[src/rtl/cpu_pkg.sv]
// ---------------------------------------------------------------------------
// cpu_pkg
// Types and constants shared by the instruction fetch path.
//   fetch_state_t   : fetch controller state encoding
//   fetch_entry_t   : prefetch queue entry {inst, pc}
//   WORD_BYTES      : bytes per instruction word
//   NOP_INST        : all-zero instruction word
//   RESET_PC_DEFAULT: default first fetch address
//   word_align()    : clears the byte-offset bits of an address
// ---------------------------------------------------------------------------
package cpu_pkg;

   typedef enum logic [1:0] {
      S_REQ     = 2'd0,
      S_WAIT    = 2'd1,
      S_DISCARD = 2'd2
   } fetch_state_t;

   typedef struct packed {
      logic [31:0] inst;
      logic [31:0] pc;
   } fetch_entry_t;

   localparam int unsigned WORD_BYTES       = 4;
   localparam logic [31:0] NOP_INST         = 32'h0000_0000;
   localparam logic [31:0] RESET_PC_DEFAULT = 32'h0000_0000;

   function automatic logic [31:0] word_align(input logic [31:0] adrs);
      return {adrs[31:2], 2'b00};
   endfunction

endpackage

[src/rtl/inst_fetch_ctrl_fetch_queue.sv]
// ---------------------------------------------------------------------------
// fetch_queue
// Synchronous FIFO of {inst, pc} entries with a registered head.
// Flush has priority over push and pop. Push is accepted when not full or
// when a pop happens in the same cycle. When the queue runs empty the head
// register keeps its last contents.
// Ports:
//   clk, rst_n        : clock, asynchronous active-low reset
//   push, wdata       : write request and entry
//   pop               : remove head (ignored when empty)
//   flush             : clear the queue
//   head              : registered oldest entry
//   count, full, empty: occupancy status
// ---------------------------------------------------------------------------
module fetch_queue
   import cpu_pkg::*;
#(
   parameter int DEPTH = 2,
   localparam int AW = (DEPTH > 1) ? $clog2(DEPTH) : 1,
   localparam int CW = $clog2(DEPTH) + 1
) (
   input  logic          clk,
   input  logic          rst_n,
   input  logic          push,
   input  logic          pop,
   input  logic          flush,
   input  fetch_entry_t  wdata,
   output fetch_entry_t  head,
   output logic [CW-1:0] count,
   output logic          full,
   output logic          empty
);

   fetch_entry_t  mem_r [DEPTH];
   fetch_entry_t  head_r;
   fetch_entry_t  head_nxt_s;
   logic [AW-1:0] wr_ptr_r;
   logic [AW-1:0] rd_ptr_r;
   logic [AW-1:0] rd_nxt_s;
   logic [CW-1:0] count_r;
   logic [CW-1:0] cnt_after_pop_s;
   logic [CW-1:0] cnt_nxt_s;
   logic          pop_s;
   logic          push_s;

   // Qualified push/pop, next occupancy and next head entry.
   always_comb begin
      pop_s           = pop & (count_r != {CW{1'b0}});
      push_s          = push & ((count_r != CW'(DEPTH)) | pop_s);
      rd_nxt_s        = rd_ptr_r + AW'(pop_s);
      cnt_after_pop_s = count_r - CW'(pop_s);
      cnt_nxt_s       = cnt_after_pop_s + CW'(push_s);
      // With nothing left after the pop, the new head is the incoming entry.
      if (cnt_after_pop_s == {CW{1'b0}}) begin
         head_nxt_s = wdata;
      end else begin
         head_nxt_s = mem_r[rd_nxt_s];
      end
   end

   // Storage, pointers, occupancy and registered head.
   always_ff @(posedge clk or negedge rst_n) begin
      if (!rst_n) begin
         for (int i = 0; i < DEPTH; i++) begin
            mem_r[i] <= '0;
         end
         wr_ptr_r <= {AW{1'b0}};
         rd_ptr_r <= {AW{1'b0}};
         count_r  <= {CW{1'b0}};
         head_r   <= '{inst: NOP_INST, pc: 32'h0000_0000};
      end else if (flush) begin
         wr_ptr_r <= {AW{1'b0}};
         rd_ptr_r <= {AW{1'b0}};
         count_r  <= {CW{1'b0}};
      end else begin
         if (push_s) begin
            mem_r[wr_ptr_r] <= wdata;
            wr_ptr_r        <= wr_ptr_r + {{(AW-1){1'b0}}, 1'b1};
         end
         rd_ptr_r <= rd_nxt_s;
         count_r  <= cnt_nxt_s;
         if (cnt_nxt_s != {CW{1'b0}}) begin
            head_r <= head_nxt_s;
         end
      end
   end

   assign head  = head_r;
   assign count = count_r;
   assign full  = (count_r == CW'(DEPTH));
   assign empty = (count_r == {CW{1'b0}});

endmodule

[src/rtl/inst_fetch_ctrl.sv]
// ---------------------------------------------------------------------------
// inst_fetch_ctrl
// Instruction fetch sequencer: issues word-aligned fetch requests with a
// req/ack handshake, buffers returned words in a prefetch queue toward IF/ID
// and applies EXE redirects (queue flush, in-flight fetch discard).
// Ports:
//   clk, rst_n            : clock, asynchronous active-low reset
//   imem_req, imem_adrs   : fetch request and byte address (held until ack)
//   imem_ack, imem_inst   : memory response
//   br_taken, br_target   : redirect from EXE
//   if_valid, if_ready    : head handshake toward IF/ID
//   if_inst, if_pc        : registered head instruction and its address
// Optional (macro IFETCH_PERF_EN): perf_fetched, perf_discarded, perf_stall
//   32-bit saturating event counters.
// ---------------------------------------------------------------------------
module inst_fetch_ctrl
   import cpu_pkg::*;
#(
   parameter int          DEPTH    = 2,
   parameter logic [31:0] RESET_PC = RESET_PC_DEFAULT,
   parameter logic [31:0] PC_STEP  = 32'd4
) (
   input  logic        clk,
   input  logic        rst_n,
   output logic        imem_req,
   output logic [31:0] imem_adrs,
   input  logic        imem_ack,
   input  logic [31:0] imem_inst,
   input  logic        br_taken,
   input  logic [31:0] br_target,
   output logic        if_valid,
   input  logic        if_ready,
   output logic [31:0] if_inst,
   output logic [31:0] if_pc
`ifdef IFETCH_PERF_EN
   ,
   output logic [31:0] perf_fetched,
   output logic [31:0] perf_discarded,
   output logic [31:0] perf_stall
`endif
);

   localparam int CW = $clog2(DEPTH) + 1;

   fetch_state_t  state_r, state_nxt_s;
   logic [31:0]   fetch_pc_r, fetch_pc_nxt_s;
   logic [31:0]   hold_adrs_r, hold_adrs_nxt_s;
   logic          req_s;
   logic          ack_s;
   logic          push_s;
   logic          pop_s;
   logic          pop_raw_s;
   fetch_entry_t  q_head_s;
   logic [CW-1:0] q_count_s;
   logic          q_full_s;
   logic          q_empty_s;

   assign pop_raw_s = if_valid & if_ready;
   assign ack_s     = req_s & imem_ack;
   // Data returned while discarding or during a redirect is never queued.
   assign push_s    = ack_s & ~br_taken & (state_r != S_DISCARD);
   assign pop_s     = pop_raw_s & ~br_taken;

   fetch_queue #(.DEPTH(DEPTH)) u_queue (
      .clk   (clk),
      .rst_n (rst_n),
      .push  (push_s),
      .pop   (pop_s),
      .flush (br_taken),
      .wdata ('{inst: imem_inst, pc: fetch_pc_r}),
      .head  (q_head_s),
      .count (q_count_s),
      .full  (q_full_s),
      .empty (q_empty_s)
   );

   assign if_valid = ~q_empty_s;
   assign if_inst  = q_head_s.inst;
   assign if_pc    = q_head_s.pc;

   // State, fetch PC and held discard address registers.
   always_ff @(posedge clk or negedge rst_n) begin
      if (!rst_n) begin
         state_r     <= S_REQ;
         fetch_pc_r  <= RESET_PC;
         hold_adrs_r <= RESET_PC;
      end else begin
         state_r     <= state_nxt_s;
         fetch_pc_r  <= fetch_pc_nxt_s;
         hold_adrs_r <= hold_adrs_nxt_s;
      end
   end

   // Next-state, fetch PC and held address; redirect has highest priority.
   always_comb begin
      state_nxt_s     = state_r;
      fetch_pc_nxt_s  = fetch_pc_r;
      hold_adrs_nxt_s = hold_adrs_r;
      if (br_taken) begin
         fetch_pc_nxt_s = word_align(br_target);
         case (state_r)
            S_WAIT: begin
               if (!imem_ack) begin
                  state_nxt_s     = S_DISCARD;
                  hold_adrs_nxt_s = fetch_pc_r;
               end else begin
                  state_nxt_s = S_REQ;
               end
            end
            S_DISCARD: begin
               if (!imem_ack) begin
                  state_nxt_s = S_DISCARD;
               end else begin
                  state_nxt_s = S_REQ;
               end
            end
            default: state_nxt_s = S_REQ;
         endcase
      end else begin
         case (state_r)
            S_REQ: begin
               if (req_s && !imem_ack) begin
                  state_nxt_s = S_WAIT;
               end else begin
                  state_nxt_s = S_REQ;
               end
            end
            S_WAIT: begin
               if (imem_ack) begin
                  state_nxt_s = S_REQ;
               end else begin
                  state_nxt_s = S_WAIT;
               end
            end
            S_DISCARD: begin
               if (imem_ack) begin
                  state_nxt_s = S_REQ;
               end else begin
                  state_nxt_s = S_DISCARD;
               end
            end
            default: state_nxt_s = S_REQ;
         endcase
         if (push_s) begin
            fetch_pc_nxt_s = fetch_pc_r + PC_STEP;
         end else begin
            fetch_pc_nxt_s = fetch_pc_r;
         end
      end
   end

   // Memory-side outputs: request qualification and address selection.
   always_comb begin
      case (state_r)
         S_REQ:     req_s = (q_count_s < CW'(DEPTH)) | pop_raw_s;
         S_WAIT:    req_s = 1'b1;
         S_DISCARD: req_s = 1'b1;
         default:   req_s = 1'b0;
      endcase
      // The discarded request keeps its own address until it is acked.
      if (state_r == S_DISCARD) begin
         imem_adrs = hold_adrs_r;
      end else begin
         imem_adrs = fetch_pc_r;
      end
   end

   assign imem_req = rst_n & req_s;

`ifdef IFETCH_PERF_EN
   logic [31:0] perf_fetched_r;
   logic [31:0] perf_discarded_r;
   logic [31:0] perf_stall_r;

   // Saturating event counters for pushed acks, dropped acks and stalls.
   always_ff @(posedge clk or negedge rst_n) begin
      if (!rst_n) begin
         perf_fetched_r   <= 32'd0;
         perf_discarded_r <= 32'd0;
         perf_stall_r     <= 32'd0;
      end else begin
         if (push_s && (perf_fetched_r != 32'hFFFF_FFFF)) begin
            perf_fetched_r <= perf_fetched_r + 32'd1;
         end
         if (ack_s && !push_s && (perf_discarded_r != 32'hFFFF_FFFF)) begin
            perf_discarded_r <= perf_discarded_r + 32'd1;
         end
         if (if_valid && !if_ready && (perf_stall_r != 32'hFFFF_FFFF)) begin
            perf_stall_r <= perf_stall_r + 32'd1;
         end
      end
   end

   assign perf_fetched   = perf_fetched_r;
   assign perf_discarded = perf_discarded_r;
   assign perf_stall     = perf_stall_r;
`endif

endmodule

[config.mk]
export PLATFORM = sky130hd
export DESIGN_NAME = inst_fetch_ctrl
export DESIGN_NICKNAME = d
export VERILOG_FILES = /design/src/rtl/cpu_pkg.sv /design/src/rtl/inst_fetch_ctrl_fetch_queue.sv /design/src/rtl/inst_fetch_ctrl.sv
export SDC_FILE = /design/constraint.sdc
export NUM_CORES = 1
export LEC_CHECK = 0
export CORE_MARGIN = 2
export CORE_UTILIZATION = 54
export DETAILED_ROUTE_END_ITERATION = 7
export DONT_BUFFER_PORTS = 1
export PLACE_DENSITY = 0.79
export SYNTH_ARGS = -nofsm -noshare
export SYNTH_HDL_FRONTEND = slang
export SYNTH_SLANG_ARGS = --single-unit
[constraint.sdc]
create_clock -name clk -period 5.8 [get_ports clk]
set_clock_uncertainty 0.05 [all_clocks]
set_input_delay 0.58 -clock clk [delete_from_list [all_inputs] [get_ports clk]]
set_output_delay 0.58 -clock clk [all_outputs]
set_load 0.01 [all_outputs]
==> impl_metrics.toml, run 1 <==
[synthesis]
synth-seq-cells = 252
syn_area_per_cell_um2 = 11.8
ys_types = 53
yosysTopAreaCell = "dfrtp_1"
synthCells = 991
async_reset_ff_frac = 1.00
yosysWarningCount = 0
synth_area_um2 = 11700
synth_ff_type = "dfrtp_1"
synth-seq-area-share = 0.539
netlist.area_leader.share = 0.539
synthTopCellsByArea = "dfrtp_1 54%, mux2_2 15%, mux2i_1 5.6%"
synth_edf_count = 0

[pwr]
seq_power_share = 0.473
ir_drop_mv = 0.295
leakage_nw = 5.64
comb_power_share = 0.266
clkPwrFrac = 0.262
switching_share = 0.325
p_sw_mw = 2.13
total_power_mw = 6.57
p_int_mw = 4.44
power_density_nw_per_um2 = 518

[critical_path]
crit_required_ps = 6100
crit_chain = "inv_1 > ha_2 > or4b_1 > nor3_2 > ha_1 > xnor2_1 > o21a_4 > and2_2 > buf_12 > a221oi_1"
critPathTopFamily = "simple AND/OR/NAND/NOR gates"
regToRegEndpoint = "u_queue.head[45]"
reg2reg_slack_ps = 1360
crit_path_start_kind = "flip-flop"
reg2reg_from = "state_r[0]"
slowest_stage = "or4b_1"
worstPathMaxFanout = 48
cp.buffers_inverters = 2
arrival_ps = 4740
reg2reg_depth = 10
end_kind = "flip-flop"
criticalPathCategory = "reg -> reg"
critical-path-max-stage-delay_ps = 770

[floorplanning]
rows = 53
die_width_um = 151
core_um2 = 21200
start_util = 0.553
dieArea_um2 = 22900
die_y_um = 151
pin_count = 167

[grt]
antenna_found_initial = 2
gr-total-overflow = 0
grt_use_total = 0.230
grt_pass1_wl_mm = 41.5
grt_max_degree = 254
first_global_vias = 7765

[place]
place_inst = 1189
place_ws_ps = 1400
io_buffer_count = 0
globalplace.congestion = 0.798
dpl.hpwl_mm = 15.8

[sta]
whs_ps = -281
hold_viol_final = 252
fmax_mhz = 225
rsz0062_at_grt = "false"
slew_violations = 0
post-route-period-util = 0.765
fin_crit_ps = 4440
relSlewSlack = 0.320
setup_viol = 0
totalNegativeSetupSlack_ps = 0
setup_ws_ps = 1360
worst_slew_pin_slew_ps = 1020

[clock_network]
numClockSinks = 252
clock_path_buffers = 3
post_cts_buffers = 0
numCtsBuffers = 26
clk_latency_ps = 530
cts_tree = "built"
clk_pin_slew_worst_paths_ps = 60
cts_max_level = 1
cts.repair.resized = 0
root_buffer = "clkbuf_16"

[route]
wirelength_mm = 26.1
detail-route-antenna-nets = 0
first_pass_iters = 5
dr_total_vias = 7654
drtIter0Drc = 484
via_per_inst = 6.18
detail_route.wl_per_cell_um = 21.1
post-route-drc-count = 0

[final_layout]
final_core_util = 0.600
drive_gt1_frac = 0.226
n_fill_cell = 1669
area.growth.synth_to_final_pct = 8.39
fin_cells = 1238
final_nets = 1018

[status]
outcome = "complete, but fails checks"
violations = "negative hold slack"

[run]
drv_cap = 0

[hold_path]
hold_path_class = "in -> async"
## power by group through the flow
stage	clock [mW]	combinational [mW]	sequential [mW]
2_1_floorplan	0	1.47	2.95
3_3_place_gp	0	1.68	3.09
3_5_place_dp	0	1.75	3.14
4_1_cts	1.75	1.76	3.11
5_1_grt	1.82	1.94	3.21
6_report	1.72	1.74	3.11
## registers in the layout (all words and copies together) (netlist names)
name	flops
hold_adrs_r	30
u_queue.rd_ptr_r	1
fetch_pc_r	30
u_queue.mem_r	124
u_queue.wr_ptr_r	1
u_queue.count	2
state_r	2
u_queue.head	62
## area by class of cell
class                           count  area, um^2  area share
Clock inverter                      8         119     0.00937
Timing Repair Buffer                9        80.1     0.00631
Clock buffer                       39         771      0.0608
Inverter                           11        41.3     0.00326
Tap cell                          275         344      0.0271
Antenna cell                        2        5.00    0.000395
Sequential cell                   252        6310       0.497
Multi-Input combinational cell    642        5020       0.396
## logic make-up after synthesis
| logic type | share of synthesized area |
|---|---|
| other | 0.000320 |
| flip-flops | 0.539 |
| AO/OA/AOI/OAI | 0.0759 |
| adder cells (fa/ha/maj) | 0.00748 |
| XOR/XNOR | 0.0134 |
| AND/OR/NAND/NOR | 0.102 |
| buffers and inverters | 0.0366 |
| multiplexers | 0.226 |
## worst max-delay path by stage
stage | startpoint | depth (start not counted) | slack (ps) | end
global placement | state_r[0] | 10 | 1470 | u_queue.head[19]
detailed placement | state_r[0] | 10 | 1400 | u_queue.head[45]
floorplan | state_r[0] | 14 | 2550 | u_queue.head[21]
global route | state_r[0] | 10 | 1100 | u_queue.head[26]
CTS | state_r[0] | 10 | 1380 | u_queue.head[45]
finish | state_r[0] | 10 | 1360 | u_queue.head[45]
## Yosys cell counts, drive strengths merged, types with 2 or more instances
cell type	number
dfrtp	252
mux2	177
nor2	140
mux2i	65
a221oi	62
clkbuf	53
nand2	40
buf	36
o21ai	24
xnor2	15
inv	11
nand3	11
and3	10
nand4	10
nor4	9
a21oi	8
and2	8
ha	7
nor3	6
or4	6
a31oi	5
a311oi	3
and4	3
o211ai	3
o221a	3
nand2b	2
o21a	2
or2	2
or3	2
xor2	2
## stage by stage
step | hold WS [ps] | instance area (um^2)
5_1_grt | -309 | 12700
4_1_cts | -304 | 12700
3_3_place_gp | 244 | 11800
3_5_place_dp | 249 | 11800
2_1_floorplan | 234 | 11700
6_report | -281 | 12700
## cells in the final DEF, fill, tap and decap left out, types with 8 or more instances in the layout
| cell | netlist | final |
|---|---|---|
| a21oi_1 | 8 | 8 |
| a221oi_1 | 62 | 62 |
| and3_1 | 10 | 10 |
| buf_4 | 6 | 8 |
| clkbuf_16 | 0 | 27 |
| dfrtp_1 | 252 | 252 |
| inv_1 | 11 | 11 |
| mux2_1 | 26 | 26 |
| mux2_2 | 151 | 151 |
| mux2i_1 | 65 | 65 |
| nand2_1 | 40 | 38 |
| nand3_1 | 9 | 9 |
| nand4_1 | 10 | 10 |
| nor2_1 | 140 | 140 |
| nor4_1 | 9 | 9 |
| o21ai_0 | 23 | 23 |
| xnor2_1 | 14 | 14 |
## routing by layer
| metal | GRT usage | part of all wire | vias to the layer above |
|---|---|---|---|
| li1 | - | - | 3455 |
| met1 | 0.304 | 0.42 | 3933 |
| met2 | 0.365 | 0.47 | 213 |
| met3 | 0.0732 | 0.086 | 51 |
| met4 | 0.0701 | 0.023 | 2 |
| met5 | 0 | 0.00057 | - |
No activity file was read; power rests on OpenSTA's default activity.
==> inputs of run 2 (changes only) <==
- ABC_AREA: default -> 1
- clock period: 5.8 -> 4.32 ns (I/O delays scaled with it)
==> impl_metrics.toml, run 2 <==
[status]
outcome = "complete, but fails checks"
violations = "negative hold slack"

[synthesis]
yosysTopAreaCell = "dfrtp_1"
ys_types = 35
synth_ff_type = "dfrtp_1"
synthTopCellsByArea = "dfrtp_1 50%, nand2_1 24%, nand3_1 9.2%"
async_reset_ff_frac = 1.00
synth-seq-area-share = 0.498
syn_area_per_cell_um2 = 7.46
synth_edf_count = 0
netlist_top_cells_count = "817 x nand2_1, 252 x dfrtp_1, 232 x nand3_1"
synthCells = 1699
netlist.area_leader.share = 0.498
synth_area_um2 = 12700
synth-seq-cells = 252
yosysWarningCount = 0
yosysMostFrequentCell = "nand2_1"

[sta]
hold_viol_final = 252
slew_violations = 0
worst_slew_pin_slew_ps = 1130
relSlewSlack = 0.247
whs_ps = -467
fmax_mhz = 317
fin_crit_ps = 3160
post-route-period-util = 0.731
setup_viol = 0
totalNegativeSetupSlack_ps = 0
rsz0062_at_grt = "false"

[hold_path]
hold_path_class = "in -> async"

[route]
drtIter0Drc = 1271
wl_met2_mm = 16.1
routed.top_layer = "met4"
dr_wl_met3_mm = 3.13
first_pass_iters = 6
wirelength_mm = 34.9
wl_met1_mm = 14.9
detail_route.wl_per_cell_um = 17.3
dr_total_vias = 11195
post-route-drc-count = 0
via_per_inst = 5.54
detail-route-antenna-nets = 0

[pwr]
power_density_nw_per_um2 = 656
comb_power_share = 0.272
total_power_mw = 9.10
p_int_mw = 5.71
ir_drop_mv = 0.328
p_sw_mw = 3.39
switching_share = 0.372
clkPwrFrac = 0.270
leakage_nw = 7.07
seq_power_share = 0.458

[final_layout]
antenna_cells = 0
area.growth.synth_to_final_pct = 9.57
top_register = "u_queue.mem_r"
largest_reg_flops = 124
final_nets = 1757
layout_common_cells = "816 x nand2_1, 252 x dfrtp_1, 232 x nand3_1"
final_common_cell = "nand2_1"
drive_gt1_frac = 0.0629

[grt]
first_global_vias = 10619
antenna_found_initial = 0
grt_max_degree = 254
grt_use_total = 0.283
grt_pass1_wl_mm = 55.9
gr-total-overflow = 0

[floorplanning]
die_y_um = 157
dieArea_um2 = 24700
start_util = 0.545
core_um2 = 23300
rows = 56
pin_count = 167
die_width_um = 157

[clock_network]
root_buffer = "clkbuf_16"
cts_hold_buffers = 35
post_cts_buffers = 0
cts_max_level = 1
cts_tree = "built"
numClockSinks = 252
numCtsBuffers = 29
clk_pin_slew_worst_paths_ps = 60
cts.repair.resized = 0
clock_path_buffers = 3
clk_latency_ps = 540

[critical_path]
crit_path_start_kind = "flip-flop"
worstPathMaxFanout = 38
arrival_ps = 3570
crit_required_ps = 4740
reg2reg_depth = 14
end_kind = "flip-flop"
criticalPathCategory = "reg -> reg"

[place]
dpl.hpwl_mm = 20.2
io_buffer_count = 0
globalplace.congestion = 0.934

[run]
drv_cap = 0
[run 2: cell count changes after synthesis, sizes merged, moves of 10 or more]
cell	before	now
o21ai	24	76
nand2	40	823
mux2	177	0
a221oi	62	0
nor2	140	95
inv	11	60
nand3	11	234
or2	2	32
mux2i	65	0
buf	36	53
and3	10	0
xnor2	15	1
[run 2: final timing paths]
kind                                          from                 end  slack [ps]
worst min-delay path                         rst_n  u_queue.mem_r[103]        -470
min in group clk                      br_target[7]       fetch_pc_r[7]          10
max in group asynchronous                    rst_n   u_queue.mem_r[47]        4060
worst min register to register  u_queue.mem_r[126]  u_queue.mem_r[126]         420
worst max register to register          state_r[0]    u_queue.head[49]        1160
worst max-delay path                    state_r[0]    u_queue.head[49]        1160
[run 2: critical path, cell delays in order (launching register included)]
cell	delay (ps)
dfrtp_1	380
inv_1	80
ha_1	280
inv_1	50
nand2_1	140
nand3_4	190
a21oi_4	250
ha_1	210
nand2_1	60
nand3_1	130
o21ai_4	80
inv_2	550
buf_4	420
nand2_1	120
nand2_1	90
[run 2: power groups by stage]
| stage | combinational, mW | clock (mW) | sequential [mW] |
|---|---|---|---|
| after floorplan | 1.97 | 0 | 3.98 |
| after global placement | 2.33 | 0 | 4.15 |
| after detailed placement | 2.42 | 0 | 4.19 |
| after CTS | 2.46 | 2.48 | 4.16 |
| after global routing | 2.85 | 2.60 | 4.29 |
| final | 2.47 | 2.46 | 4.17 |
[run 2: area by class of cell]
type | instances | area [um^2]
clock buffers | 40 | 817
well taps | 319 | 399
inverters | 61 | 231
fillers | 2114 | 9380
flip-flops and latches | 252 | 6310
repair buffers | 45 | 425
clock inverters | 11 | 139
multi-input cells | 1292 | 5570
[run 2: logic make-up after synthesis]
logic type,count (synthesis),synth area share
AOI/OAI and AO/OA,88,0.0370
xor gates and xnor gates,4,0.00276
adders and majority gates,7,0.00691
buffers and inverters,158,0.0656
DFF,252,0.498
other,1,0.000296
and+or+nand+nor,1189,0.390
[run 2: layer usage]
layer / track usage / vias up
li1: - / 5310
met1: 0.389 / 5321
met2: 0.460 / 502
met3: 0.0540 / 62
met4: 0.0779 / 0
met5: 0 / -
[run 2: through the flow]
stage / std cells / instance area (um^2) / setup WS [ps] / util
floorplan: 1702 / 12700 / 1930 / -
global placement: 1934 / 12600 / 1300 / 0.541
detailed placement: 1934 / 12600 / 1170 / 0.541
CTS: 2020 / 13900 / 1140 / 0.597
global route: 2020 / 13900 / 931 / 0.597
finish: 2020 / 13900 / 1160 / 0.597
